<file path="src/rtl/instr_fetch.sv">
// instr_fetch: instruction fetch stage feeding control_unit.
//   Holds the PC and reads instruction memory one word at a time over a req/ack handshake.
//   Returned words, tagged with their PC, are queued in a DEPTH-entry buffer and presented
//   to the decoder over valid/ready. A redirect loads a new PC and flushes the buffer. If a
//   read is in flight when the redirect arrives, that read is drained and its data dropped.
// Ports:
//   clk, rst            clock; synchronous active-high reset
//   imem_req/imem_addr  read request and word address (addr = PC, stable while req=1)
//   imem_ack/imem_rdata read completion and returned word
//   redirect_valid/pc   branch/jump target (bits [1:0] forced to zero)
//   instr_valid/ready   decoder handshake for the buffer head
//   instruction/instr_pc head word and its PC
module instr_fetch #(
  parameter int unsigned       ADDR_W   = 32,
  parameter logic [ADDR_W-1:0] RESET_PC = '0,
  parameter int unsigned       DEPTH    = 4
) (
  input  logic              clk,
  input  logic              rst,
  output logic              imem_req,
  output logic [ADDR_W-1:0] imem_addr,
  input  logic              imem_ack,
  input  logic [31:0]       imem_rdata,
  input  logic              redirect_valid,
  input  logic [ADDR_W-1:0] redirect_pc,
  output logic              instr_valid,
  input  logic              instr_ready,
  output logic [31:0]       instruction,
  output logic [ADDR_W-1:0] instr_pc
);

  localparam int unsigned PtrW = (DEPTH > 1) ? $clog2(DEPTH) : 1;
  localparam int unsigned CntW = $clog2(DEPTH + 1);
  localparam logic [CntW-1:0] DepthC = CntW'(DEPTH);

  typedef enum logic [1:0] {StIdle, StReq, StDrain} state_e;

  state_e            state_q, state_d;
  logic [ADDR_W-1:0] pc_q, pc_d;
  logic [ADDR_W-1:0] pend_q, pend_d;
  logic [CntW-1:0]   cnt_q, cnt_d;
  logic [PtrW-1:0]   wr_q, wr_d;
  logic [PtrW-1:0]   rd_q, rd_d;
  logic [31:0]       data_q [DEPTH];
  logic [ADDR_W-1:0] tag_q  [DEPTH];

  logic              push, pop, flush;
  logic [ADDR_W-1:0] redir_tgt;
  logic [CntW-1:0]   cnt_after;

  assign redir_tgt = redirect_pc & ~ADDR_W'(3);
  assign pop       = instr_valid && instr_ready;
  // Occupancy after this cycle's push and pop; only used in StReq where count < DEPTH.
  assign cnt_after = cnt_q + CntW'(1) - CntW'(pop);

  always_comb begin
    state_d = state_q;
    pc_d    = pc_q;
    pend_d  = pend_q;
    push    = 1'b0;
    flush   = 1'b0;
    if (redirect_valid) begin
      // Redirect wins over everything: flush, and drop any word arriving this cycle.
      flush = 1'b1;
      unique case (state_q)
        StIdle: begin
          pc_d    = redir_tgt;
          state_d = StReq;
        end
        StReq: begin
          if (imem_ack) begin
            pc_d    = redir_tgt;
            state_d = StReq;
          end else begin
            // Read still outstanding: keep old address until it completes.
            pend_d  = redir_tgt;
            state_d = StDrain;
          end
        end
        StDrain: begin
          if (imem_ack) begin
            pc_d    = redir_tgt;
            state_d = StReq;
          end else begin
            pend_d = redir_tgt;
          end
        end
        default: state_d = StIdle;
      endcase
    end else begin
      unique case (state_q)
        StIdle: begin
          if (cnt_q < DepthC) state_d = StReq;
        end
        StReq: begin
          if (imem_ack) begin
            push    = 1'b1;
            pc_d    = pc_q + ADDR_W'(4);
            state_d = (cnt_after < DepthC) ? StReq : StIdle;
          end
        end
        StDrain: begin
          if (imem_ack) begin
            pc_d    = pend_q;
            state_d = (cnt_q < DepthC) ? StReq : StIdle;
          end
        end
        default: state_d = StIdle;
      endcase
    end
  end

  always_comb begin
    if (flush) begin
      cnt_d = '0;
      wr_d  = '0;
      rd_d  = '0;
    end else begin
      cnt_d = cnt_q + CntW'(push) - CntW'(pop);
      wr_d  = push ? wr_q + PtrW'(1) : wr_q;
      rd_d  = pop  ? rd_q + PtrW'(1) : rd_q;
    end
  end

  always_ff @(posedge clk) begin
    if (rst) begin
      state_q <= StIdle;
      pc_q    <= RESET_PC;
      pend_q  <= '0;
      cnt_q   <= '0;
      wr_q    <= '0;
      rd_q    <= '0;
      for (int i = 0; i < int'(DEPTH); i++) begin
        data_q[i] <= '0;
        tag_q[i]  <= '0;
      end
    end else begin
      state_q <= state_d;
      pc_q    <= pc_d;
      pend_q  <= pend_d;
      cnt_q   <= cnt_d;
      wr_q    <= wr_d;
      rd_q    <= rd_d;
      if (push) begin
        data_q[wr_q] <= imem_rdata;
        tag_q[wr_q]  <= pc_q;
      end
    end
  end

  assign imem_req    = (state_q == StReq) || (state_q == StDrain);
  assign imem_addr   = pc_q;
  assign instr_valid = (cnt_q != '0);
  assign instruction = data_q[rd_q];
  assign instr_pc    = tag_q[rd_q];

endmodule

</file>
<file path="config.mk">
export PLATFORM = sky130hd
export DESIGN_NAME = instr_fetch
export DESIGN_NICKNAME = d
export VERILOG_FILES = /design/src/rtl/instr_fetch.sv
export SDC_FILE = /design/constraint.sdc
export NUM_CORES = 1
export LEC_CHECK = 0
export BUFFER_PORTS_ARGS = -buffer_cell sky130_fd_sc_hd__buf_4
export CELL_PAD_IN_SITES_DETAIL_PLACEMENT = 0
export CELL_PAD_IN_SITES_GLOBAL_PLACEMENT = 2
export CORE_UTILIZATION = 42
export CTS_BUF_LIST = sky130_fd_sc_hd__clkbuf_4
export CTS_CLUSTER_DIAMETER = 40
export CTS_CLUSTER_SIZE = 40
export DETAILED_ROUTE_END_ITERATION = 6
export GPL_ROUTABILITY_DRIVEN = 1
export PLACE_DENSITY_LB_ADDON = 0.1
export SLEW_MARGIN = 20
export SYNTH_ARGS = -nofsm -noshare
export SYNTH_HDL_FRONTEND = slang
export SYNTH_SLANG_ARGS = --single-unit
</file>
<file path="constraint.sdc">
create_clock -name clk -period 8.85 [get_ports clk]
set_clock_uncertainty 0.05 [all_clocks]
set_input_delay 0.4425 -clock clk [delete_from_list [all_inputs] [get_ports clk]]
set_output_delay 0.4425 -clock clk [all_outputs]
set_load 0.01 [all_outputs]
</file>
==> results of run 1 <==
==> logic make-up (layout without fill, tap and decap cells) <==
| logic type | count (synthesis) | after routing | share of synthesized area |
|---|---|---|---|
| flip-flops | 323 | 323 | 0.6019 |
| adder cells (fa/ha/maj) | 8 | 8 | 0.007205 |
| XOR/XNOR | 12 | 12 | 0.007037 |
| other | 1 | 8 | 0.0002511 |
| AND/OR/NAND/NOR | 511 | 511 | 0.1907 |
| buffers and inverters | 116 | 352 | 0.03175 |
| multiplexers | 74 | 74 | 0.1026 |
| AO/OA/AOI/OAI | 141 | 141 | 0.05856 |
==> how the worst max path moves through the flow <==
stage	endpoint
floorplan	data_q[0][0]$_SDFFCE_PN0P_
global placement	data_q[2][5]$_SDFFCE_PN0P_
detailed placement	data_q[0][21]$_SDFFCE_PN0P_
CTS	data_q[2][26]$_SDFFCE_PN0P_
global route	tag_q[2][3]$_SDFFCE_PN0P_
finish	data_q[2][26]$_SDFFCE_PN0P_
==> power by group <==
part / internal, uW / switching (uW)
logic: 182 / 216
registers: 1710 / 85.6
clock network: 658 / 624
==> layer usage <==
metal  up-vias  share of wire
met5         -              0
met4         0          0.019
met3        56          0.041
met2       238           0.48
met1      4940           0.46
li1       4786              -
==> per-stage QoR <==
| stage | setup WS [ns] | instance area (um2) | hold WS (ns) |
|---|---|---|---|
| 6_report | 5.040 | 18110 | 0.1207 |
| 5_1_grt | 4.826 | 18110 | 0.1345 |
| 4_1_cts | 4.957 | 18110 | 0.03571 |
| 3_5_place_dp | 4.865 | 16530 | 0.3944 |
| 3_3_place_gp | 4.890 | 16530 | 0.3870 |
| 2_1_floorplan | 2.502 | 14950 | 0.3812 |
==> tightest hold or removal path, cell delays in order <==
cell	delay, ns
buf_4	0.09
and2_1	0.19
xnor2_1	0.10
nor2_1	0.07
==> repair_timing <==
| action | 4_1_cts | 5_1_grt |
|---|---|---|
| buffers inserted | 0 | 0 |
| resized for setup | 0 | 0 |
| hold buffers | 63 | 0 |
| endpoints found under the setup margin | 0 | 0 |
| endpoints found under the hold margin | 181 | 0 |
==> area by class of cell <==
cell class / count / area share
Antenna cell: 2 / 0.0002763
Clock buffer: 56 / 0.02321
Clock inverter: 42 / 0.02929
Inverter: 12 / 0.002487
Multi-Input combinational cell: 752 / 0.3077
Sequential cell: 323 / 0.4966
Tap cell: 455 / 0.03143
Timing Repair Buffer: 242 / 0.1090
==> sequential cells by signal, summed over array words and instances, names as in the netlist, named ones only <==
name / flops
wr_q: 2
state_q: 2
cnt_q: 3
pend_q: 30
data_q: 128
rd_q: 2
tag_q: 124
imem_addr: 30
==> cells in the final DEF, fill, tap and decap left out, drive strengths merged, types with 6 or more instances in the layout <==
cell         synthesis  final
edfxtp             252    252
and2               182    182
buf                 27    179
nand2              118    118
dfxtp               71     71
and3                68     68
mux4                63     63
dlygate4sd3          0     63
a21oi               59     59
clkbuf              77     56
nor2                49     49
o21ai               23     23
nand3               22     22
clkinv               2     22
o211ai              15     15
nor4                15     15
nor3                15     15
inv                 10     15
bufinv               0     11
nand4               11     11
a211oi               9      9
xor2                 8      8
mux2i                8      8
nand2b               7      7
ha                   7      7
a31oi                6      6
conb                 1      6
clkinvlp             0      6
nor3b                6      6
==> metrics.txt, run 1 <==
FP Rows 68; core area roughly 35000 um2; register area share after synthesis 0.6019; CTS sink count between 300 and 400; Fmax approximately 260 MHz; Max FO, Critical Path 63; grt met3 use 0.03276; post-layout minimum cycle time approximately 3.8 ns; total track usage 0.2143; HPWL after DPL between 20 and 25 mm; routed via count around 10k; worst setup path start state_q[0]$_SDFFE_PP0P_; initial antenna violation count 1; CTS buffer count 52; Pins Over Slew Limit 0; RSZ-0062 raised after global routing false; area of the multi-input gates 5574 um2; final hold violations 0; Slew @ Worst Pin around 1.0 ns; asr flop ratio synth 0; Final Total Pwr 3478 uW; Buf/Inv on CP 3; Rel. slew slack 0.3042; met2 Use GR 0.3498; gr ovfl total 0; Hold Crit Class in -> reg; GRT met1 Usage 0.2928; layout cells sized above 1 0.2537; GRT busiest layer met2; Mapped Area ~15000 um2; CTS tree built; worst reg2reg path depth 7; commonest cells in the netlist 252 x edfxtp_1, 182 x and2_1, 118 x nand2_1; EDFF count, synth between 200 and 300; clock-pin slew on the worst setup and hold paths about 0.10 ns; FILL cells ~3.1k; CP dominant cell by count buf_4; total die area roughly 36000 um2; Area Overhead vs Synth 21.30%; Storage cell area 8996 um2; family with the most delay on the worst path buffers and inverters; most frequent cell after synthesis edfxtp_1; Final period util 0.4305; main flop type after synthesis edfxtp_1; FF+latch count, synth roughly 320; Via density between 5 and 6; clock root buffer clkbuf_4; leakage between 0.006 and 0.007 uW; largest net degree at the start of global routing 64; CP Launch Type flop; Die H roughly 190 um; number of I/O pins ~170; crit path max-delay cell type o21ai_4; FF-to-FF End data_q[2][26]$_SDFFCE_PN0P_; routability cong. 0.7295; port bufs ~160; global-route wire length before repair about 59 mm; Layout Cells excl Fill ~1.9k; Peak VDD IR between 100 and 150 uV; CP Capture Type flop; status finished clean; Initial Utilization 0.4292; DP Cell Count around 1.7k; Final TNS setup 0 ns; H-Tree Depth 2; max_cap viols 0; final core occ 0.5206; reg2reg setup slack 5.04 ns; crit-path max cell delay 0.78 ns; R2R Path Start state_q[0]$_SDFFE_PP0P_; # DRC 0; Routed wire per std cell approximately 20 um; library cells used by synthesis 66; vias in the first global route 10.10k; Clock Tree Buf Depth 3; Cell Chain, Critical Path ha_1 -> nor2b_2 -> and2_2 -> buf_4 -> inv_1 -> o21ai_4 -> buf_4; CP required around 9 ns; synthesis warning total 0; largest cells by area after synthesis edfxtp_1 51%, dfxtp_1 9.5%, mux4_2 9.5%; Stages on worst setup path 7; Worst Hold Depth 4; cell taking the most area after synthesis edfxtp_1; count of final setup violators 0; critical path type reg -> reg; cells after synthesis around 1.2k; hold path start instr_ready; CP arrival around 4.2 ns; Initial DRT Pass Iterations 5; Syn Area/Cell between 10 and 15 um2; Power per Cell Area around 190 nW/um2; drt total wl 38.27 mm; die width approximately 190 um; Final ANT Viol Nets 0; clk_lat worst skew ~0.76 ns; top cell type's share of synthesized area 0.5067; Nets 1460; drt initial violations 744
(Power assumes the default switching activity.)
==> inputs of run 2 (changes only) <==
- clock period: 8.85 -> 3.65 ns (I/O delays scaled with it)
==> run 2 against run 1 <==
- non-clock buffer count rose by 46
- largest cell class unchanged
- register-to-register slack got worse by 4.2 ns
- critical path depth fell by 4
- largest power group unchanged
- core utilization rose by 1.2 points
- via count rose by 1.5%
- combinational power rose to 2.6 times the previous value
- hold slack improved by 0.12 ns
- sequential power rose by 140%
==> metrics.txt, run 2 (synthesis gave the netlist of run 1 again) <==
RSZ-0062 raised after global routing false (unchanged); Power per Cell Area 442.2 nW/um2 (was 192.0 nW/um2); gr ovfl total 0 (unchanged); reg2reg setup slack 0.81 ns (was 5.04 ns); port bufs 162 (unchanged); CP required 3.42 ns (was 9.20 ns); clock-pin slew on the worst setup and hold paths 0.12 ns (was 0.10 ns); commonest non-fill, non-tap cell in the layout edfxtp_1 (unchanged); die width 190.6 um (unchanged); Hold Crit Class in -> reg (unchanged); Peak VDD IR 267.8 uV (was 129.2 uV); Nets 1505 (was 1460); clock root buffer clkbuf_4 (unchanged); max FFs per register 128 (unchanged); Initial DRT Pass Iterations 5 (unchanged); DP Cell Count 1734 (was 1721); count of final setup violators 0 (unchanged); status finished clean (unchanged); Area Overhead vs Synth 24.05% (was 21.30%); leakage 0.006978 uW (was 0.006873 uW); Initial Utilization 0.4292 (unchanged); biggest regs data_q: 128 flops, tag_q: 124 flops (unchanged); Top reg by flops data_q (unchanged); number of I/O pins 167 (unchanged); FP Rows 68 (unchanged); CTS tree built (unchanged); CP Capture Type output port (was flop); post-layout minimum cycle time between 2 and 3 ns; CTS sink count 323 (unchanged); # DRC 0 (unchanged); CP arrival 2.65 ns (was 4.16 ns); FILL cells 3020 (was 3087); Die H 190.6 um (unchanged); CTS buffer count 51 (was 52); Area after DPL 16700 um2 (was 16530 um2); HPWL after DPL 22.15 mm (was 21.60 mm); largest net degree at the start of global routing 64 (unchanged); Final TNS setup 0 ns (unchanged); drt initial violations 577 (was 744); Slew @ Worst Pin 1.024 ns (was 1.034 ns); Routed wire per std cell 20.21 um (was 20.31 um); routability cong. 0.7270 (was 0.7295); critical path type reg -> out (was reg -> reg); Final ANT Viol Nets 0 (unchanged); vias in the first global route 10.35k (was 10.10k); fin area 18530 um2 (was 18110 um2); Layout Cells excl Fill 1927 (was 1884); CP Launch Type flop (unchanged); CTS Hold Bufs 96 (was 63); postcts setup bufs 0 (unchanged); drt total wl 38.95 mm (was 38.27 mm); Rel. slew slack 0.3176 (was 0.3042); Pins Over Slew Limit 0 (unchanged); Max FO, Critical Path 27 (was 63); Clock Tree Buf Depth 3 (unchanged); Fmax between 300 and 400 MHz; max_cap viols 0 (unchanged); routed via count 10.17k (was 10.02k); final hold violations 0 (unchanged); clk_lat worst skew 0.74 ns (was 0.76 ns); most frequent cells in the layout 252 x edfxtp_1, 186 x buf_4, 181 x and2_1, 117 x nand2_1, 96 x dlygate4sd3_1 (was 252 x edfxtp_1, 181 x and2_1, 179 x buf_4, 117 x nand2_1, 69 x dfxtp_1); Final period util 0.7896; core area 34800 um2 (unchanged); post_cts resized 0 (unchanged); layout cells sized above 1 0.2570 (was 0.2537); total track usage 0.2166 (was 0.2143); initial antenna violation count 1 (unchanged); total die area 36320 um2 (unchanged); Via density 5.276 (was 5.318); global-route wire length before repair 59.58 mm (was 59.01 mm); worst hold margin 0.2361 ns (was 0.1207 ns); H-Tree Depth 2 (unchanged)
## run 2: cell count changes in the layout (fill, tap and decap cells not counted), sizes merged, moves of 2 or more
cell / previous run / this run
dlygate4sd3: 63 / 96
bufinv: 11 / 6
buf: 179 / 192
clkinvlp: 6 / 8
inv: 15 / 20
clkinv: 22 / 18
## run 2: where the power goes
part / switching, uW / internal [uW]
Sequential: 197 / 4150
Clock: 1550 / 1280
Combinational: 545 / 479
## run 2: final cells by class
type                    instances  area [um2]  share of cell area
flip-flops and latches        323        8996              0.4856
multi-input cells             752        5574              0.3009
repair buffers                288        2477              0.1337
well taps                     455       569.3             0.03073
clock inverters                40       440.4             0.02377
clock buffers                  56       420.4             0.02269
inverters                      12       45.04            0.002431
diodes                          1       2.502           0.0001351
## run 2: per-layer routing
metal	global-route usage	vias to the layer above	routed length, um
met4	0.05631	0	733
met5	0	-	0
met1	0.2858	4995	17290
met3	0.03331	54	1691
li1	-	4866	-
met2	0.3715	251	19240
## run 2: critical path, stage by stage (launching register included)
cell and delay [ns]:
dfxtp_4 0.77, buf_4 0.40, mux4_2 0.57, buf_4 0.16
## run 2: final timing paths
path	startpoint	cells past startpoint	to
min	imem_rdata[9]	3	data_q[2][9]$_SDFFCE_PN0P_
max reg2reg	state_q[0]$_SDFFE_PP0P_	6	data_q[0][24]$_SDFFCE_PN0P_
max	flop	3	instr_pc[21]
min reg2reg	pend_q[7]$_SDFFE_PP0P_	2	pend_q[7]$_SDFFE_PP0P_
## run 2: metrics by stage
| step | setup slack, ns | power (uW) | util |
|---|---|---|---|
| after floorplan | -0.7390 | 4890 | - |
| after global routing | 0.5427 | 8545 | 0.5324 |
| final | 0.7680 | 8191 | 0.5324 |
| after CTS | 0.5955 | 8302 | 0.5323 |
| after global placement | 0.7364 | 5385 | 0.4799 |
| after detailed placement | 0.7240 | 5392 | 0.4799 |
==> inputs of run 3 (changes only) <==
- clock period: 3.65 -> 2.8 ns (I/O delays scaled with it)
==> run 3 against run 2 <==
- cell area grew 1.1%
- global-route usage grew 0.28 points
- wire length grew 0.27%
- die area is the same
==> metrics.txt, run 3 (synthesis gave the netlist of run 1 again) <==
R2R Path Start imem_addr[12]$_SDFFE_PP0P_ (was state_q[0]$_SDFFE_PP0P_); Initial DRT Pass Iterations 5 (unchanged); status finished clean (unchanged); Power per Cell Area 562.8 nW/um2 (was 442.2 nW/um2); gr ovfl total 0 (unchanged); largest net degree at the start of global routing 61 (was 64); CTS buffer count 48 (was 51); commonest non-fill, non-tap cell in the layout edfxtp_1 (unchanged); CTS sink count 323 (unchanged); final hold violations 0 (unchanged); Nets 1522 (was 1505); worst hold margin 0.1964 ns (was 0.2361 ns); CP Capture Type output port (unchanged); Routed wire per std cell 20.13 um (was 20.21 um); post_cts resized 0 (unchanged); routed via count 10.27k (was 10.17k); clock-pin slew on the worst setup and hold paths 0.13 ns (was 0.12 ns); drt initial violations 610 (was 577); global-route wire length before repair 60.89 mm (was 59.58 mm); core area 34800 um2 (unchanged); CP required 2.61 ns (was 3.42 ns); Hold Crit Class in -> reg (unchanged); Pins Over Slew Limit 0 (unchanged); Setup crit end instruction[12] (was instr_pc[21]); H-Tree Depth 2 (unchanged); Clock Tree Buf Depth 3 (unchanged); reg2reg setup slack 0.31 ns (was 0.81 ns); Peak VDD IR 298.3 uV (was 267.8 uV); routability cong. 0.7272 (was 0.7270); # DRC 0 (unchanged); max FFs per register 128 (unchanged); RSZ-0062 raised after global routing false (unchanged); Die H 190.6 um (unchanged); Final ANT Viol Nets 0 (unchanged); Max FO, Critical Path 21 (was 27); fin area 18720 um2 (was 18530 um2); initial antenna violation count 1 (unchanged); most frequent cells in the layout 252 x edfxtp_1, 199 x buf_4, 181 x and2_1, 117 x nand2_1, 96 x dlygate4sd3_1 (was 252 x edfxtp_1, 186 x buf_4, 181 x and2_1, 117 x nand2_1, 96 x dlygate4sd3_1); Rel. slew slack 0.5166 (was 0.3176); total track usage 0.2193 (was 0.2166); count of final setup violators 0 (unchanged); die width 190.6 um (unchanged); CP arrival 2.33 ns (was 2.65 ns); Layout Cells excl Fill 1940 (was 1927); area of the multi-input gates 5593 um2 (was 5574 um2); Via density 5.294 (was 5.276); Slew @ Worst Pin 0.7224 ns (was 1.024 ns); Storage cell area 8999 um2 (was 8996 um2); Area Overhead vs Synth 25.36% (was 24.05%); total die area 36320 um2 (unchanged); critical path type reg -> out (unchanged); biggest regs data_q: 128 flops, tag_q: 124 flops (unchanged); Top reg by flops data_q (unchanged); drt total wl 39.06 mm (was 38.95 mm); FF-to-FF End imem_addr[31]$_SDFFE_PP0P_ (was data_q[0][24]$_SDFFCE_PN0P_); Final Total Pwr 10540 uW (was 8191 uW); worst reg2reg path depth 5 (was 6); FILL cells 3029 (was 3020); Worst Hold Depth 3 (unchanged); port bufs 162 (unchanged); dpl ws 0.3927 ns (was 0.7240 ns); FP Rows 68 (unchanged); Initial Utilization 0.4292 (unchanged); CTS tree built (unchanged); vias in the first global route 10.54k (was 10.35k); Final period util 0.9006; leakage 0.007087 uW (was 0.006978 uW); Area after DPL 16940 um2 (was 16700 um2); fin worst setup slack 0.2784 ns (was 0.7680 ns); HPWL after DPL 23.41 mm (was 22.15 mm); clk_lat worst skew 0.73 ns (was 0.74 ns); max_cap viols 0 (unchanged); layout cells sized above 1 0.2662 (was 0.2570); DP Cell Count 1753 (was 1734); CP Launch Type flop (unchanged); Fmax ~400 MHz; number of I/O pins 167 (unchanged); clock root buffer clkbuf_4 (unchanged); post-layout minimum cycle time ~2.5 ns
==> run 3: cell count changes in the layout (fill, tap and decap cells not counted), moves of 3 or more <==
cell	before	now
clkbuf_4	56	51
buf_12	6	12
inv_6	4	8
clkinv_4	9	6
clkinvlp_4	8	5
buf_4	186	199
==> run 3: through the flow <==
step / TNS [ns] / util
global route: 0 / 0.5380
detailed placement: 0 / 0.4869
global placement: 0 / 0.4869
CTS: 0 / 0.5379
finish: 0 / 0.5380
floorplan: -17.96 / -
==> run 3: critical path, cell delays in order, from the launching register on <==
cell and delay [ns]:
dfxtp_4 0.59, buf_12 0.26, mux4_2 0.55, buf_4 0.16
==> run 3: layout make-up <==
type | instances | area share
timing repair buffer | 308 | 0.1454
tap | 455 | 0.03041
sequential | 323 | 0.4807
inverter | 12 | 0.002540
antenna | 1 | 0.0001337
clock buffer | 51 | 0.02045
clock inverter | 38 | 0.02165
multi-input combinational | 752 | 0.2987
==> run 3: power by group <==
group | switching [uW] | internal [uW]
clock network | 1980 | 1500
registers | 207 | 5410
logic | 770 | 672
==> run 3: worst min path at each step <==
| stage | startpoint | endpoint | slack, ns |
|---|---|---|---|
| global route | imem_rdata[29] | data_q[2][29]$_SDFFCE_PN0P_ | 0.15 |
| finish | imem_rdata[27] | data_q[0][27]$_SDFFCE_PN0P_ | 0.20 |
| detailed placement | redirect_pc[10] | pend_q[10]$_SDFFE_PP0P_ | 0.36 |
| floorplan | redirect_pc[14] | pend_q[14]$_SDFFE_PP0P_ | 0.23 |
| global placement | redirect_pc[6] | pend_q[6]$_SDFFE_PP0P_ | 0.35 |
| CTS | imem_rdata[28] | data_q[2][28]$_SDFFCE_PN0P_ | 0.12 |
==> run 3: metal layers <==
layer | vias up | track usage | wire, um | part of all wire
li1 | 4916 | - | - | -
met1 | 5051 | 0.2905 | 17360 | 0.44
met2 | 252 | 0.3804 | 19150 | 0.49
met3 | 52 | 0.03276 | 1915 | 0.049
met4 | 0 | 0.04646 | 624 | 0.016
met5 | - | 0 | 0 | 0
==> run 3: what timing repair did <==
item                                    in CTS  in global routing
endpoints found under the setup margin       4                  0
hold buffers                                96                  0
setup buffers                                1                  0
hold endpoints to repair                   202                  0
